### src/rtl/alu_seq_ctrl_if.sv
// Request/result handshake bundle between a requester and the ALU sequencer.
interface alu_seq_ctrl_if #(
  parameter int unsigned N = 32
);
  logic         in_valid;
  logic         in_ready;
  logic [N-1:0] in_A;
  logic [N-1:0] in_B;
  logic [3:0]   in_func;
  logic         out_valid;
  logic         out_ready;
  logic [N-1:0] out_result;

  modport master (
    output in_valid, in_A, in_B, in_func, out_ready,
    input  in_ready, out_valid, out_result
  );

  modport slave (
    input  in_valid, in_A, in_B, in_func, out_ready,
    output in_ready, out_valid, out_result
  );
endinterface

### src/rtl/alu_seq_ctrl.sv
// Multi-cycle sequencer in front of a combinational ALU; iterates 1-bit shifts into variable shifts.
// Optional cycle counter port cyc_cnt enabled by defining ALU_SEQ_CYCCNT_EN.
module alu_seq_ctrl #(
  parameter int unsigned N = 32
) (
  input  logic         clk,
  input  logic         rst_n,
  alu_seq_ctrl_if.slave bus,
  output logic         busy,
  output logic [N-1:0] alu_A,
  output logic [N-1:0] alu_B,
  output logic [3:0]   alu_func,
  input  logic [N-1:0] alu_RES
`ifdef ALU_SEQ_CYCCNT_EN
  ,
  output logic [15:0]  cyc_cnt
`endif
);

  localparam int unsigned SHW = $clog2(N);

  typedef enum logic [1:0] {IDLE, EXEC, SHIFT, DONE} state_e;

  state_e         state_q, state_d;
  logic [SHW-1:0] cnt_q, cnt_d;
  logic [N-1:0]   alu_a_q, alu_a_d;
  logic [N-1:0]   alu_b_q, alu_b_d;
  logic [3:0]     alu_func_q, alu_func_d;
  logic [N-1:0]   result_q, result_d;
  logic           out_valid_q, out_valid_d;
  logic           accept;
  logic           is_shift;
  logic [SHW-1:0] in_amt;

  assign accept   = (state_q == IDLE) && bus.in_valid;
  assign in_amt   = bus.in_B[SHW-1:0];
  assign is_shift = (bus.in_func == 4'd7) || (bus.in_func == 4'd8) || (bus.in_func == 4'd9);

  // alu_a_q doubles as the shift accumulator while in SHIFT.
  always_comb begin
    state_d     = state_q;
    cnt_d       = cnt_q;
    alu_a_d     = alu_a_q;
    alu_b_d     = alu_b_q;
    alu_func_d  = alu_func_q;
    result_d    = result_q;
    out_valid_d = out_valid_q;
    unique case (state_q)
      IDLE: begin
        if (bus.in_valid) begin
          cnt_d      = in_amt;
          alu_a_d    = bus.in_A;
          alu_func_d = bus.in_func;
          if (is_shift && (in_amt != '0)) begin
            state_d = SHIFT;
            alu_b_d = N'(1);
          end else begin
            state_d = EXEC;
            alu_b_d = bus.in_B;
          end
        end
      end
      EXEC: begin
        result_d    = alu_RES;
        out_valid_d = 1'b1;
        state_d     = DONE;
        alu_a_d     = '0;
        alu_b_d     = '0;
        alu_func_d  = '0;
      end
      SHIFT: begin
        alu_a_d = alu_RES;
        cnt_d   = cnt_q - SHW'(1);
        if (cnt_q == SHW'(1)) begin
          result_d    = alu_RES;
          out_valid_d = 1'b1;
          state_d     = DONE;
          alu_a_d     = '0;
          alu_b_d     = '0;
          alu_func_d  = '0;
        end
      end
      DONE: begin
        if (bus.out_ready) begin
          out_valid_d = 1'b0;
          state_d     = IDLE;
        end
      end
      default: state_d = IDLE;
    endcase
  end

  always_ff @(posedge clk or negedge rst_n) begin
    if (!rst_n) begin
      state_q     <= IDLE;
      cnt_q       <= '0;
      alu_a_q     <= '0;
      alu_b_q     <= '0;
      alu_func_q  <= '0;
      result_q    <= '0;
      out_valid_q <= 1'b0;
    end else begin
      state_q     <= state_d;
      cnt_q       <= cnt_d;
      alu_a_q     <= alu_a_d;
      alu_b_q     <= alu_b_d;
      alu_func_q  <= alu_func_d;
      result_q    <= result_d;
      out_valid_q <= out_valid_d;
    end
  end

  assign bus.in_ready   = (state_q == IDLE);
  assign bus.out_valid  = out_valid_q;
  assign bus.out_result = result_q;
  assign busy           = (state_q != IDLE);
  assign alu_A          = alu_a_q;
  assign alu_B          = alu_b_q;
  assign alu_func       = alu_func_q;

`ifdef ALU_SEQ_CYCCNT_EN
  logic [15:0] cyc_q, cyc_d;

  // Saturating count of cycles spent in EXEC/SHIFT for the current op.
  always_comb begin
    cyc_d = cyc_q;
    if (accept) begin
      cyc_d = '0;
    end else if (((state_q == EXEC) || (state_q == SHIFT)) && (cyc_q != 16'hFFFF)) begin
      cyc_d = cyc_q + 16'd1;
    end
  end

  always_ff @(posedge clk or negedge rst_n) begin
    if (!rst_n) cyc_q <= '0;
    else        cyc_q <= cyc_d;
  end

  assign cyc_cnt = cyc_q;
`else
  logic unused_accept;
  assign unused_accept = accept;
`endif

endmodule

### src/flat_wrapper.sv
// flat-port wrapper written by rule: the top's interface ports become plain ports
module alu_seq_ctrl_flat 
#(
  parameter int unsigned N = 32
)
  (clk, rst_n, busy, alu_A, alu_B, alu_func, alu_RES, bus_in_valid, bus_in_A, bus_in_B, bus_in_func, bus_out_ready, bus_in_ready, bus_out_valid, bus_out_result);
  alu_seq_ctrl_if #(.N(N)) bus_i ();
  input  logic clk;
  input  logic rst_n;
  output logic busy;
  output logic [N-1:0] alu_A;
  output logic [N-1:0] alu_B;
  output logic [3:0] alu_func;
  input  logic [N-1:0] alu_RES;
  input wire logic [$bits(bus_i.in_valid)-1:0] bus_in_valid;
  input wire logic [$bits(bus_i.in_A)-1:0] bus_in_A;
  input wire logic [$bits(bus_i.in_B)-1:0] bus_in_B;
  input wire logic [$bits(bus_i.in_func)-1:0] bus_in_func;
  input wire logic [$bits(bus_i.out_ready)-1:0] bus_out_ready;
  output wire logic [$bits(bus_i.in_ready)-1:0] bus_in_ready;
  output wire logic [$bits(bus_i.out_valid)-1:0] bus_out_valid;
  output wire logic [$bits(bus_i.out_result)-1:0] bus_out_result;
  assign bus_i.in_valid = bus_in_valid;
  assign bus_i.in_A = bus_in_A;
  assign bus_i.in_B = bus_in_B;
  assign bus_i.in_func = bus_in_func;
  assign bus_i.out_ready = bus_out_ready;
  assign bus_in_ready = bus_i.in_ready;
  assign bus_out_valid = bus_i.out_valid;
  assign bus_out_result = bus_i.out_result;
  alu_seq_ctrl #(.N(N)) u_core (.clk(clk), .rst_n(rst_n), .bus(bus_i), .busy(busy), .alu_A(alu_A), .alu_B(alu_B), .alu_func(alu_func), .alu_RES(alu_RES));
endmodule
### config.mk
export PLATFORM = sky130hd
export DESIGN_NAME = alu_seq_ctrl_flat
export DESIGN_NICKNAME = d
export VERILOG_FILES = /design/src/rtl/alu_seq_ctrl_if.sv /design/src/rtl/alu_seq_ctrl.sv /design/src/flat_wrapper.sv
export SDC_FILE = /design/constraint.sdc
export NUM_CORES = 1
export LEC_CHECK = 0
export ABC_AREA = 0
export CAP_MARGIN = 30
export CELL_PAD_IN_SITES_DETAIL_PLACEMENT = 0
export CELL_PAD_IN_SITES_GLOBAL_PLACEMENT = 1
export CORE_MARGIN = 2
export CORE_UTILIZATION = 34
export DETAILED_ROUTE_END_ITERATION = 8
export PLACE_DENSITY_LB_ADDON = 0.1
export SLEW_MARGIN = 20
export SYNTH_ARGS = -nofsm -noshare
export SYNTH_HDL_FRONTEND = slang
export SYNTH_SLANG_ARGS = --single-unit
### constraint.sdc
create_clock -name clk -period 3.1 [get_ports clk]
set_clock_uncertainty 0.1 [all_clocks]
set_input_delay 0.62 -clock clk [delete_from_list [all_inputs] [get_ports clk]]
set_output_delay 0.62 -clock clk [all_outputs]
set_load 0.01 [all_outputs]
==> flow_summary_export.csv <==
group,metric,value,unit
synthesis,synthXorXnorAreaFrac,0,
setup_path,crit_chain,"inv_1 -> ha_2 -> clkdlybuf4s50_1",
place,place.gp.congestion,0.768,
clock_network,holdBufCountCts,0,
global_routing,grt_usage,0.186,
setup_path,cp-end-kind,"primary output",
detailed_routing,first_pass_iters,4,
sta,final-setup-viol-count,0,
sta,fin_tns_setup,0,ps
setup_path,path_class,"register to primary output",
setup_path,max_stage_delay,580,ps
outcome,outcome,"complete, no violations",
floorplanning,die_h,121,um
global_routing,grt_pass1_vias,3973,
finish,layout-drive-gt1-share,0.112,
sta,slew_violations,0,
global_routing,grt-ovfl-total,0,
power,ir_drop,0.483,mV
synthesis,synth.net_count,523,
power,leakagePower,3.01,nW
clock_network,root_buffer,"clkbuf_16",
detailed_routing,drt_iter0_markers,163,
power,powerDensity,1140,nW/um2
detailed_routing,vias_per_cell,4.86,
setup_path,start_kind,"register",
sta,fmax,400,MHz
synthesis,synthSimpleGateAreaFrac,0.116,
global_routing,antenna_found_initial,0,
sta,min_period,2500,ps
finish,area_delta_synth_final,55.8,%
synthesis,synth.area.mux_share,0.0835,
detailed_routing,ant_nets,0,
synthesis,synth.yosys.warnings,0,
clock_network,cts_setup_buffers,0,
setup_path,crit_required,2380,ps
clock_network,clock-sinks,108,
finish,final_cell_mix,"clkdlybuf4s50_1 (205), dfrtp_1 (108), a21oi_1 (38), nor2_1 (36)",
synthesis,ys_ff_latch,108,
sta,fin_crit_sh,0.807,
setup_path,path_buf_inv,2,
sta,rsz0062_at_grt,"false",
synthesis,syn_avg_cell_area,11.4,um2
sta,hold_viol_final,0,
global_routing,grt_pass1_wl,21000,um
finish,mostFrequentLayoutCell,"clkdlybuf4s50_1",
run,maxCapViolations,0,
synthesis,yosysSeqAreaShare,0.576,
synthesis,synth_top_family_by_area,"compound AO/OA/AOI/OAI gates",
clock_network,cts_buffers,9,
sta,tightest_slew,643,ps
clock_network,ctsHtreeMaxLevel,3,
global_routing,grt_max_degree,62,
synthesis,synth_top_area_share,0.576,
finish,n_antenna_cell,0,
detailed_routing,wire_per_inst,16.8,um
clock_network,insertion_delay,340,ps
floorplanning,start_util,0.351,
setup_path,arrival,1780,ps
clock_network,cts_tree,"built",
synthesis,netlist_instances,413,
setup_path,slowest_stage,"clkdlybuf4s50_1",
finish,nets,721,
synthesis,syn_area,4690,um2
floorplanning,rows,42,
floorplanning,fp.dieW,121,um
detailed_routing,drt_wl_total,13300,um
place,hpwl,9400,um
clock_network,cts_resized,0,
synthesis,yosysUniqueCellTypes,31,
detailed_routing,drc,0,
power,p_total,8.33,mW
synthesis,synth-compound-area-share,0.174,
place,portBuffers,206,
floorplanning,die-area,14700,um2
synthesis,synth_area_leader_cell,"dfrtp_1",
setup_path,cp_max_fo,13,
clock_network,clockBufferDepth,2,
synthesis,synthAdderAreaFrac,0.0160,
detailed_routing,vias,3849,
clock_network,clk_pin_slew,70,ps
floorplanning,core_area,13300,um2
floorplanning,ios,207,
worst_hold_path,hp-class,"input port to async pin",
synthesis,synth_area_leaders,"dfrtp_1 (58%), mux2_2 (7.9%), a22o_1 (5.0%)",
setup_path,cp_top_family,"buffers and inverters",
sta,max_slew_margin,0.572,
==> cell families (layout without fill, tap and decap cells) <==
group,after synthesis,count (layout)
AOI/OAI and AO/OA,125,125
adders and majority gates,6,6
buffers and inverters,36,239
DFF,108,108
muxes,35,35
and+or+nand+nor,103,103
==> area by class of cell <==
class / instances / area (um2)
well taps: 176 / 220
clock buffers: 12 / 267
fillers: 1178 / 6040
multi-input cells: 269 / 1860
flip-flops and latches: 108 / 2700
clock inverters: 4 / 55.1
repair buffers: 216 / 2180
inverters: 7 / 26.3
==> power by group <==
group          switching [mW]  total (mW)  internal [mW]  leakage, nW
Sequential              0.364        2.45           2.09         1.32
Combinational            2.27        4.66           2.38         1.53
Clock                   0.525        1.22          0.698        0.155
Total                    3.16        8.33           5.17         3.01
==> path summary, 6_finish.rpt <==
path	from	endpoint	slack, ps	cells after the start
setup / recovery	u_core.state_q[0]	bus_in_ready	600	3
hold / removal	rst_n	u_core.alu_B[10]	190	1
setup reg to reg	u_core.state_q[0]	u_core.alu_A[1]	840	7
hold reg to reg	u_core.alu_func[2]	u_core.alu_func[2]	380	2
max in group asynchronous	rst_n	u_core.alu_B[31]	1920	2
min in group clk	u_core.alu_func[2]	u_core.alu_func[2]	380	2
==> per-stage QoR <==
stage / instance area [um2] / worst slack [ps] / utilization / hold slack (ps) / instances
2_1_floorplan: 4690 / 1090 / - / 224 / 413
3_3_place_gp: 6970 / 392 / 0.522 / 366 / 775
3_5_place_dp: 6970 / 375 / 0.522 / 372 / 775
4_1_cts: 7290 / 540 / 0.546 / 207 / 791
5_1_grt: 7310 / 504 / 0.547 / 234 / 792
6_report: 7310 / 597 / 0.547 / 188 / 792
==> flip-flops by register name (all words and copies together) (netlist names) <==
signal	cells
u_core.state_q	2
u_core.bus.out_result	32
u_core.bus.out_valid	1
u_core.alu_B	32
u_core.alu_func	4
u_core.alu_A	32
u_core.cnt_q	5
==> synthesized netlist by cell type <==
library cell,count
a21oi_1,38
a22o_1,27
a22oi_2,1
a31oi_1,32
and3b_1,1
buf_2,7
buf_6,2
clkbuf_1,20
dfrtp_1,108
ha_1,6
inv_1,7
mux2_2,33
mux2i_1,2
nand2_1,14
nand2b_1,6
nand3_1,4
nand4b_1,1
nor2_1,38
nor2b_1,33
nor3_1,2
nor3_4,1
nor3b_1,1
nor4b_4,1
o211ai_4,1
o21ai_0,14
o21ai_1,1
o221ai_1,1
o22a_1,3
o22ai_1,4
o31ai_1,3
or3b_2,1
==> metal layers <==
metal  part of all wire  global-route usage  up-vias  wire length, um
met1               0.41               0.224     1858             5420
met4             0.0099              0.0453        0              132
li1                   -                   -     1868                -
met5                  0                   0        -                0
met3              0.086              0.0808        7             1140
met2               0.50               0.308      116             6580
Power figures use the tool's default switching activity.
==> edit 1: new RTL, same settings <==
`result_q` no longer has a reset.
--- a/src/rtl/alu_seq_ctrl.sv
+++ b/src/rtl/alu_seq_ctrl.sv
@@ -98,5 +98,4 @@
       alu_b_q     <= '0;
       alu_func_q  <= '0;
-      result_q    <= '0;
       out_valid_q <= 1'b0;
     end else begin
@@ -106,7 +105,10 @@
       alu_b_q     <= alu_b_d;
       alu_func_q  <= alu_func_d;
-      result_q    <= result_d;
       out_valid_q <= out_valid_d;
     end
+  end
+
+  always_ff @(posedge clk) begin
+    result_q <= result_d;
   end
 
Formal check against the unedited RTL: differs if rst_n is asserted again (counterexample within 4 cycles, from zero or initial values and one cycle with rst_n low); with rst_n held inactive, the same outputs for 4 cycles.
==> edit 1 against the unedited design <==
Worst setup slack lost 9.2 ps; sequential power increased by 5%; total power down 5.5%; global-route usage down 1.0 points; utilization increased by 0.84 points; sequential cell count stayed put; first-iteration DRC count increased by 53%; area after synthesis down 4.5%; routed wire length down 7.9%; combinational power decreased by 11%; final area fell by 3.2%; largest cell class unchanged; largest power group unchanged.
==> edit 1: results (changes against the unedited design) <==
cts_inserted_buffers: 9  # unchanged
clk_pin_slew_ps: 80
ir_drop_mv: 0.638  # was 0.483 mV
portBuffers: 206  # unchanged
fin_nets: 687  # was 721
path_max_fanout: 12  # was 13
drt_wl_total_mm: 12.2  # was 13.3 mm
place_congestion: 0.774  # was 0.768
dp_hpwl_mm: 8.44  # was 9.40 mm
cts_htree_levels: 3  # unchanged
synth_edf_count: 32  # was 0
post_cts_resized: 0  # unchanged
p_sw_share_pct: 38.1  # was 38.0%
synth.distinct_cells: 33  # was 31
synthCells: 378  # was 413
arrival_ps: 1790
drtPass1Iterations: 4  # unchanged
synth-seq-area-share_pct: 63.9  # was 57.6%
grt_first_pass_wirelength_mm: 19.6  # was 21.0 mm
layout.cells.non_filler: 754  # was 792
drt_iter0_markers: 250  # was 163
drive_gt1_share_pct: 6.01  # was 11.2%
synthArstFlopShare_pct: 70.4  # was 100%
grt_max_degree: 77  # was 62
antenna_found_initial: 0  # unchanged
max-clock-path-buffers: 2  # unchanged
maxSlewHeadroom_pct: 54.3  # was 57.2%
yosys-top-cells-area: "dfrtp_1, edfxtp_1, a22o_1"  # was dfrtp_1, mux2_2, a22o_1
clkLatencyLatePin_ps: 340  # about the same
synthTopCellsByCount: "dfrtp_1, a21oi_1, nor2_1, nor2b_1"  # was dfrtp_1, a21oi_1, nor2_1, mux2_2, nor2b_1
hp-class: "input pin to async pin"  # unchanged
ff2ff_setup_slack_ps: 760  # was 840 ps
synth_nets: 488  # was 523
cts_setup_buffers: 0  # unchanged
finalHoldViolCount: 0  # unchanged
cts_root_buffer: "clkbuf_16"  # unchanged
status: "finished, final reports clean"  # unchanged
yosys_warnings: 0  # unchanged
p_leak_nw: 2.81  # was 3.01 nW
num_vias: 3652  # was 3849
grt.total_usage_pct: 17.6  # was 18.6%
antenna_cells: 0  # unchanged
dp.cells: 734  # was 775
grt_pass1_vias: 3763  # was 3973
holdWs_ps: 112  # was 188 ps
[edit 1: cell type report]
class	instances	area, um^2
Clock buffer	10	250
Clock inverter	6	52.6
Fill cell	1159	5650
Inverter	7	26.3
Multi-Input combinational cell	237	1490
Sequential cell	108	2860
Tap cell	172	215
Timing Repair Buffer	214	2170
[edit 1: cell families (layout without fill, tap and decap cells)]
group,Yosys count,after routing,share of synthesized area (%)
compound gates,124,124,18.1
fa+ha+maj,6,6,1.68
buf+inv,33,237,3.27
flops,108,108,63.9
mux,3,3,0.698
simple gates,104,104,12.3
[edit 1: power groups by stage]
stage	Clock (mW)	Sequential (mW)	Combinational (mW)
after floorplan	0	2.87	1.91
after global placement	0	2.59	4.00
after detailed placement	0	2.59	4.05
after CTS	1.19	2.58	4.06
after global routing	1.25	2.66	4.55
final	1.16	2.57	4.15
[edit 1: stage by stage]
stage / setup WS [ps] / area [um^2] / power [mW]
4_1_cts: 574 / 6990 / 7.83
2_1_floorplan: 210 / 4480 / 4.78
5_1_grt: 494 / 7070 / 8.46
3_5_place_dp: 236 / 6690 / 6.65
6_report: 588 / 7070 / 7.87
3_3_place_gp: 288 / 6690 / 6.59
[edit 1: path summary, 6_finish.rpt]
kind,startpoint,to,cells after the start
max in group asynchronous,rst_n,u_core.alu_B[22],2
hold / removal,rst_n,u_core.alu_B[2],1
min in group clk,u_core.alu_B[4],u_core.alu_B[4],2
hold reg to reg,u_core.alu_B[4],u_core.alu_B[4],2
setup reg to reg,u_core.state_q[0],u_core.state_q[0],7
setup / recovery,u_core.state_q[0],bus_in_ready,3
[edit 1: critical path: stages, from the launching register on]
cell and delay, ps:
dfrtp_1 400, inv_1 120, ha_2 340, clkdlybuf4s50_1 590
[edit 1: layer usage]
| layer | share of wire (%) | vias up | global-route usage [%] |
|---|---|---|---|
| met5 | 0 | - | 0 |
| met4 | 2.2 | 0 | 7.14 |
| met3 | 8.7 | 18 | 5.69 |
| met2 | 45 | 154 | 26.5 |
| met1 | 44 | 1710 | 23.3 |
| li1 | - | 1770 | - |
==> edit 2: new RTL, same settings <==
Made on the original files. `N` is set to 32 in 3 places; all go to 64.
--- a/src/rtl/alu_seq_ctrl_if.sv
+++ b/src/rtl/alu_seq_ctrl_if.sv
@@ -1,5 +1,5 @@
 // Request/result handshake bundle between a requester and the ALU sequencer.
 interface alu_seq_ctrl_if #(
-  parameter int unsigned N = 32
+  parameter int unsigned N = 64
 );
   logic         in_valid;
--- a/src/rtl/alu_seq_ctrl.sv
+++ b/src/rtl/alu_seq_ctrl.sv
@@ -2,5 +2,5 @@
 // Optional cycle counter port cyc_cnt enabled by defining ALU_SEQ_CYCCNT_EN.
 module alu_seq_ctrl #(
-  parameter int unsigned N = 32
+  parameter int unsigned N = 64
 ) (
   input  logic         clk,
--- a/src/flat_wrapper.sv
+++ b/src/flat_wrapper.sv
@@ -2,5 +2,5 @@
 module alu_seq_ctrl_flat 
 #(
-  parameter int unsigned N = 32
+  parameter int unsigned N = 64
 )
   (clk, rst_n, busy, alu_A, alu_B, alu_func, alu_RES, bus_in_valid, bus_in_A, bus_in_B, bus_in_func, bus_out_ready, bus_in_ready, bus_out_valid, bus_out_result);
Interface: changed (6 resized); port bits go from 207 to 399. The function was not compared with the original's and may differ.
==> edit 2 against the unedited design <==
Final area is 93% higher; area after synthesis grew 90%; combinational power rose by 100%; total power up 110%; sequential cell count grew 97; highest routed layer unchanged; global-route usage grew 1.3 points; worst setup slack lost 30 ps; routed wire length up 110%.
==> edit 2: results (changes against the unedited design) <==
switching_power_mw: 6.30  # was 3.16 mW
power.clock.total_mw: 3.03  # was 1.22 mW
holdWs_ps: 69.6  # was 188 ps
use_met3_pct: 5.48  # was 8.08%
regToRegEndpoint: "u_core.alu_func[2]"  # was u_core.alu_A[1]
ff2ff_setup_slack_ps: 580  # was 840 ps
synth.distinct_cells: 34  # was 31
use_met1_pct: 26.0  # was 22.4%
grt_use_met2_pct: 32.4  # was 30.8%
max-clock-path-buffers: 3  # was 2
portBuffers: 398  # was 206
synth_nets: 935  # was 523
grt_pass1_vias: 7192  # was 3973
fillers: 2289  # was 1178
dp_hpwl_mm: 19.6  # was 9.40 mm
status: "finished, final reports clean"  # unchanged
wl_per_cell_um: 19.3  # was 16.8 um
grt_max_degree: 95  # was 62
drtPass1Iterations: 7  # was 4
place_area_mm2: 0.0132  # was 0.00697 mm^2
grt.total_usage_pct: 19.9  # was 18.6%
ir_drop_mv: 1.16  # was 0.483 mV
syn_area_per_cell_um2: 12.2  # was 11.4 um^2
p_int_mw: 10.8  # was 5.17 mW
antenna_found_initial: 2  # was 0
cpPeakStageDelay_ps: 550  # was 580 ps
worstMarginPinSlew_ps: 796  # was 643 ps
cts_htree_levels: 1  # was 3
power_frac_comb_pct: 55.0  # was 55.9%
post-route-period-util_pct: 81.7  # was 80.7%
dp.cells: 1416  # was 775
place_congestion: 0.784  # was 0.768
dpl_worst_slack_ps: 431  # was 375 ps
arrival_ps: 1810  # was 1780 ps
yosys-top-cells-area: "dfrtp_1, mux2_4, nor2b_1"  # was dfrtp_1, mux2_2, a22o_1
grt_first_pass_wirelength_mm: 43.8  # was 21.0 mm
## edit 2: area by class of cell
type	instances	area, um^2	area share [%]
clock buffers	36	737	5.24
inverters	8	30.0	0.213
repair buffers	411	4160	29.6
diodes	2	5.00	0.0356
multi-input cells	457	3470	24.7
flip-flops and latches	205	5130	36.5
well taps	335	419	2.98
clock inverters	9	120	0.854
## edit 2: per-layer routing
| layer | wire (um) | vias up |
|---|---|---|
| li1 | - | 3373 |
| met3 | 2020 | 46 |
| met2 | 13400 | 256 |
| met4 | 810 | 0 |
| met1 | 12000 | 3470 |
| met5 | 0 | - |
## edit 2: cells by family (layout without fill, tap and decap cells)
group           count (synthesis)  after routing  synth area share, %
buf+inv                        67            464                 4.14
fa+ha+maj                       6              6                0.841
simple gates                  163            163                 9.45
flops                         205            205                 57.5
mux                            70             70                 11.3
compound gates                218            218                 16.8
other cells                     0              2                    0
